--- src/rtl/param_traffic_light_controller.sv ---
// Parametrised intersection controller with built-in prescaler and phase timer,
// pedestrian latching and car-sensor green extension. Define FLASH_MODE_EN for the flash override.
module param_traffic_light_controller #(
  parameter int TW          = 4,
  parameter int CLK_PER_SEC = 2,
  parameter int T_PED       = 15,
  parameter int T_GREEN     = 10,
  parameter int T_YELLOW    = 5
) (
  input  logic          clk,
  input  logic          rst,
  input  logic          car_ns,
  input  logic          car_ew,
  input  logic          ped,
`ifdef FLASH_MODE_EN
  input  logic          flash,
`endif
  output logic [2:0]    light_ns,
  output logic [2:0]    light_ew,
  output logic [1:0]    light_ped,
  output logic [2:0]    state_out,
  output logic [TW-1:0] timer_out
);

  generate
    if (TW < 1 || CLK_PER_SEC < 1 || T_PED > (1 << TW) - 1 ||
        T_GREEN > (1 << TW) - 1 || T_YELLOW > (1 << TW) - 1) begin : g_param_check
      $error("param_traffic_light_controller: phase durations must fit in TW bits and CLK_PER_SEC >= 1");
    end
  endgenerate

  typedef enum logic [2:0] {
    S_IDLE      = 3'd0,
    S_PED       = 3'd1,
    S_NS_GREEN  = 3'd2,
    S_NS_YELLOW = 3'd3,
    S_EW_GREEN  = 3'd4,
`ifdef FLASH_MODE_EN
    S_EW_YELLOW = 3'd5,
    S_FLASH     = 3'd6
`else
    S_EW_YELLOW = 3'd5
`endif
  } state_t;

  localparam int PW = (CLK_PER_SEC > 1) ? $clog2(CLK_PER_SEC) : 1;
  localparam logic [PW-1:0] PRESC_MAX  = PW'(CLK_PER_SEC - 1);
  localparam logic [TW-1:0] DUR_PED    = TW'(T_PED);
  localparam logic [TW-1:0] DUR_GREEN  = TW'(T_GREEN);
  localparam logic [TW-1:0] DUR_YELLOW = TW'(T_YELLOW);

  state_t        state_reg, state_next;
  logic [TW-1:0] timer_reg, timer_next;
  logic [PW-1:0] presc_reg, presc_next;
  logic          ped_pend_reg, ped_pend_next;
  logic          ext_reg, ext_next;
  logic          tick, phase_done, extend;
  logic [1:0][2:0] light_next;
  logic [1:0]    light_ped_next;
`ifdef FLASH_MODE_EN
  logic          flash_on_reg, flash_on_next;
`endif

  function automatic logic [TW-1:0] phase_len(input state_t s);
    case (s)
      S_PED:                  phase_len = DUR_PED;
      S_NS_GREEN, S_EW_GREEN:   phase_len = DUR_GREEN;
      S_NS_YELLOW, S_EW_YELLOW: phase_len = DUR_YELLOW;
      default:                phase_len = '0;
    endcase
  endfunction

  assign tick       = (presc_reg == PRESC_MAX);
  assign phase_done = (timer_reg == '0);

  always_comb begin
    state_next    = state_reg;
    timer_next    = timer_reg;
    presc_next    = tick ? '0 : presc_reg + PW'(1);
    ext_next      = ext_reg;
    ped_pend_next = ped_pend_reg | (ped && state_reg != S_PED);
    extend        = 1'b0;
    if (tick && !phase_done)
      timer_next = timer_reg - TW'(1);

    case (state_reg)
      S_IDLE:      if (phase_done) state_next = S_PED;
      S_PED:       if (phase_done) state_next = S_NS_GREEN;
      S_NS_GREEN:
        if (phase_done) begin
          if (car_ns && !car_ew && !ped_pend_reg && !ext_reg) extend = 1'b1;
          else state_next = S_NS_YELLOW;
        end
      S_NS_YELLOW: if (phase_done) state_next = S_EW_GREEN;
      S_EW_GREEN:
        if (phase_done) begin
          if (car_ew && !car_ns && !ped_pend_reg && !ext_reg) extend = 1'b1;
          else state_next = S_EW_YELLOW;
        end
      S_EW_YELLOW: if (phase_done) state_next = ped_pend_reg ? S_PED : S_NS_GREEN;
`ifdef FLASH_MODE_EN
      S_FLASH:     state_next = S_FLASH;
`endif
      default:     state_next = S_IDLE;
    endcase

`ifdef FLASH_MODE_EN
    if (flash) state_next = S_FLASH;
    else if (state_reg == S_FLASH) state_next = S_IDLE;
`endif

    if (extend) begin
      timer_next = DUR_GREEN;
      presc_next = '0;
      ext_next   = 1'b1;
    end

    // Any state change restarts the phase timer and forfeits the extension.
    if (state_next != state_reg) begin
      timer_next = phase_len(state_next);
      presc_next = '0;
      ext_next   = 1'b0;
      if (state_next == S_PED) ped_pend_next = 1'b0;
    end
  end

`ifdef FLASH_MODE_EN
  always_comb begin
    flash_on_next = 1'b0;
    if (state_next == S_FLASH)
      flash_on_next = (state_reg != S_FLASH) ? 1'b1 : (flash_on_reg ^ tick);
  end
`endif

  // Lights are decoded from the next state so the registered outputs line up with state_reg.
  genvar gi;
  generate
    for (gi = 0; gi < 2; gi++) begin : g_dir
      localparam logic [2:0] GREEN_CODE  = (gi == 0) ? 3'd2 : 3'd4;
      localparam logic [2:0] YELLOW_CODE = GREEN_CODE + 3'd1;
      assign light_next[gi] = (state_next == GREEN_CODE)  ? 3'b100 :
                              (state_next == YELLOW_CODE) ? 3'b010 :
`ifdef FLASH_MODE_EN
                              (state_next == S_FLASH) ? (flash_on_next ? 3'b010 : 3'b000) :
`endif
                              3'b001;
    end
  endgenerate

  assign light_ped_next = (state_next == S_PED) ? 2'b11 : 2'b00;

  always_ff @(posedge clk or negedge rst) begin
    if (!rst) begin
      state_reg    <= S_IDLE;
      timer_reg    <= '0;
      presc_reg    <= '0;
      ped_pend_reg <= 1'b0;
      ext_reg      <= 1'b0;
      light_ns     <= 3'b001;
      light_ew     <= 3'b001;
      light_ped    <= 2'b00;
`ifdef FLASH_MODE_EN
      flash_on_reg <= 1'b0;
`endif
    end else begin
      state_reg    <= state_next;
      timer_reg    <= timer_next;
      presc_reg    <= presc_next;
      ped_pend_reg <= ped_pend_next;
      ext_reg      <= ext_next;
      light_ns     <= light_next[0];
      light_ew     <= light_next[1];
      light_ped    <= light_ped_next;
`ifdef FLASH_MODE_EN
      flash_on_reg <= flash_on_next;
`endif
    end
  end

  assign state_out = state_reg;
  assign timer_out = timer_reg;

endmodule

--- config.mk ---
export PLATFORM = sky130hd
export DESIGN_NAME = param_traffic_light_controller
export DESIGN_NICKNAME = d
export VERILOG_FILES = /design/src/rtl/param_traffic_light_controller.sv
export SDC_FILE = /design/constraint.sdc
export NUM_CORES = 1
export LEC_CHECK = 0
export ABC_AREA = 1
export CAP_MARGIN = 30
export CORE_MARGIN = 2
export CORE_UTILIZATION = 40
export DETAILED_ROUTE_END_ITERATION = 7
export DONT_BUFFER_PORTS = 1
export PLACE_DENSITY = 0.64
export SLEW_MARGIN = 0
export SYNTH_ARGS = -nofsm -noshare
export SYNTH_HDL_FRONTEND = slang
export SYNTH_SLANG_ARGS = --single-unit
--- constraint.sdc ---
create_clock -name clk -period 1.8 [get_ports clk]
set_input_delay 0.27 -clock clk [delete_from_list [all_inputs] [get_ports clk]]
set_output_delay 0.27 -clock clk [all_outputs]
set_load 0.02 [all_outputs]
==> flow_metrics.env <==
export IMPL_status="finished clean"
export IMPL_core_um2=2480
export IMPL_start_kind="flop"
export IMPL_cts_sinks=17
export IMPL_crit_path_start="timer_out[0]"
export IMPL_synth_warnings=0
export IMPL_gr_total_overflow=0
export IMPL_period_share_pct=98.0
export IMPL_setup_ws_ns=0.0359
export IMPL_ys_top_cells_by_count="nand2_1, dfrtp_1, inv_1, nand3_1, nor2_1"
export IMPL_leakagePower_nw=0.691
export IMPL_pre_cts_ws_ns=-0.0434
export IMPL_grt_pass1_vias=781
export IMPL_finClkSkew_ns=0.00183
export IMPL_syn2layout_area_growth_pct=28.3
export IMPL_drt_iter0_drc=13
export IMPL_path_common_cell="inv_2"
export IMPL_drive_gt1_share_pct=42.9
export IMPL_synth_top_area_cell="dfrtp_1"
export IMPL_relSlewSlack_pct=46.6
export IMPL_hold_path_class="input pin to flop"
export IMPL_row_count=18
export IMPL_rr_startpoint="timer_out[0]"
export IMPL_finalCriticalPeriod_ns=1.76
export IMPL_synth_cells=135
export IMPL_synth_net_count=143
export IMPL_antenna_found_initial=0
export IMPL_synth_edf_count=0
export IMPL_synth_top_cell_area_share_pct=35.9
export IMPL_clockBufferDepth=2
export IMPL_initial_utilization_pct=42.2
export IMPL_rsz0062_at_grt="yes"
export IMPL_final_cell_count_no_fill=186
export IMPL_ant_nets=0
export IMPL_antenna_cells=0
export IMPL_ir_drop_mv=0.440
export IMPL_die_w_um=55.1
export IMPL_hold_worst_slack_ns=0.164
export IMPL_slew_violations=0
export IMPL_ios=20
export IMPL_cap_violations=0
export IMPL_synth_most_common_cell="nand2_1"
export IMPL_clk_insertion_delay_late_ns=0.29
export IMPL_wl_met1_mm=1.12
export IMPL_path_clk_slew_ns=0.10
export IMPL_crit_fanout=5
export IMPL_worstHoldStart="ped"
export IMPL_dp_cells=175
export IMPL_syn_avg_cell_area_um2=7.75
export IMPL_cts_htree_levels=1
export IMPL_largest_register_ffs=4
export IMPL_final_setup_viol_count=0
export IMPL_fmax_ghz=0.567
export IMPL_worstSetupEndpointType="flop"
export IMPL_wl_mm=2.40
export IMPL_ys_seq_elements=17
export IMPL_grt_pass1_wl_mm=3.55
export IMPL_synth_distinct_cells=27
export IMPL_synthTopCellsByArea="dfrtp_1, nand2_1, nand3_1"
export IMPL_tightestPinTransition_ns=0.798
export IMPL_portBuffers=0
export IMPL_routed_via_density=4.90
export IMPL_max_stage_delay_ns=0.42
export IMPL_cts_root_buf="clkbuf_4"
export IMPL_synth_async_sr_flop_share_pct=100
export IMPL_num_vias=911
export IMPL_yosysSeqAreaShare_pct=40.9
export IMPL_cp_arrival_ns=1.95
export IMPL_final_setup_tns_ns=0
export IMPL_dieArea_um2=3040
export IMPL_dp_hpwl_mm=1.77
export IMPL_crit_path_top_delay_cell="dfrtp_2"
export IMPL_dr_wl_met2_mm=1.14
export IMPL_gp_congestion=0.900
export IMPL_layout_nets=165
export IMPL_drt_pre_antenna_iters=4
export IMPL_tritoncts="yes"
export IMPL_post_drt_wl_per_cell_um=12.9
export IMPL_grt_max_degree=18
export IMPL_cts_buffers=3
export IMPL_crit_type="flop to flop"
export IMPL_track_usage_pct=17.1
export IMPL_wl_met3_um=103
export IMPL_powerDensity_nw_per_um2=446
export IMPL_critPathRequiredTime_ns=1.99
export IMPL_synth_ff_type="dfrtp_1"
export IMPL_cp_cell_sequence="inv_2 -> ha_4 -> nand2_8 -> nand2_4 -> nand3_2 -> nand3_2 -> inv_2 -> ha_4 -> inv_2 -> o211ai_1 -> nand3_1 -> nand3_1 -> nand2_1"
export IMPL_die_h_um=55.1
export IMPL_hold_viol=0
export IMPL_top_layer="met4"
export IMPL_synth_area_um2=1050
export IMPL_drcViolationCount=0
-- power by group --
part	switching (W)	internal (W)
logic	0.00000881	0.00000253
registers	0.000000000340	0.000382
clock network	0.000119	0.0000862
total	0.000128	0.000471
-- cells in the final DEF, fill, tap and decap left out, types with 6 or more instances in the layout --
| cell type | count |
|---|---|
| inv_1 | 11 |
| nand2_4 | 6 |
| buf_4 | 18 |
| nand3_1 | 9 |
| nand3_2 | 6 |
| nand2_1 | 29 |
| nor2_1 | 12 |
| inv_2 | 11 |
| dfrtp_1 | 11 |
-- worst max-delay path, delay by kind of cell, from the launching register on --
family | cells | cell delay (ns)
AND/OR/NAND/NOR | 7 | 0.57
adder cells (fa/ha/maj) | 2 | 0.45
flip-flops | 1 | 0.42
buffers and inverters | 3 | 0.15
AO/OA/AOI/OAI | 1 | 0.07
-- repair_timing --
action / 4_1_cts / 5_1_grt
buffers inserted: 0 / 5
setup endpoints to repair: 4 / 4
gates cloned: 0 / 1
gates resized for setup: 3 / 15
pin swaps: 0 / 7
endpoints found under the hold margin: 17 / 0
hold buffers: 1 / 0
-- area by class of cell --
| class | instances | area (µm²) |
|---|---|---|
| flip-flops and latches | 17 | 433 |
| inverters | 22 | 82.6 |
| multi-input cells | 94 | 618 |
| repair buffers | 19 | 145 |
| well taps | 30 | 37.5 |
| fillers | 242 | 1130 |
| clock buffers | 4 | 26.3 |
-- metrics by stage --
step                power [W]  area (µm²)  utilization (%)
floorplan            0.000391        1070                -
global placement     0.000392        1180             47.5
detailed placement   0.000392        1180             47.5
CTS                  0.000608        1220             49.3
global route         0.000622        1340             54.2
finish               0.000599        1340             54.2
-- cells by family (layout without fill, tap and decap cells) --
group	count (synthesis)	count (layout)	share of synthesized area [%]
xor+xnor	1	1	0.837
simple gates	74	75	34.5
fa+ha+maj	3	3	3.59
buf+inv	25	45	10.8
compound gates	15	15	9.45
flops	17	17	40.9
-- final timing paths --
check                                     to  slack [ns]  cells past startpoint
worst max-delay path            timer_out[1]        0.04                     13
worst max register to register  timer_out[1]        0.04                     13
worst min register to register       ext_reg        0.52                      1
worst min-delay path            ped_pend_reg        0.16                      2
min in group asynchronous        light_ns[2]        0.50                      1
max in group asynchronous       timer_out[0]        0.75                      1
-- metal layers --
metal	up-vias	track usage, %
met1	422	23.5
met2	20	26.8
met5	-	0
met4	0	7.32
met3	4	2.42
li1	465	-
No activity file was read; power rests on OpenSTA's default activity.
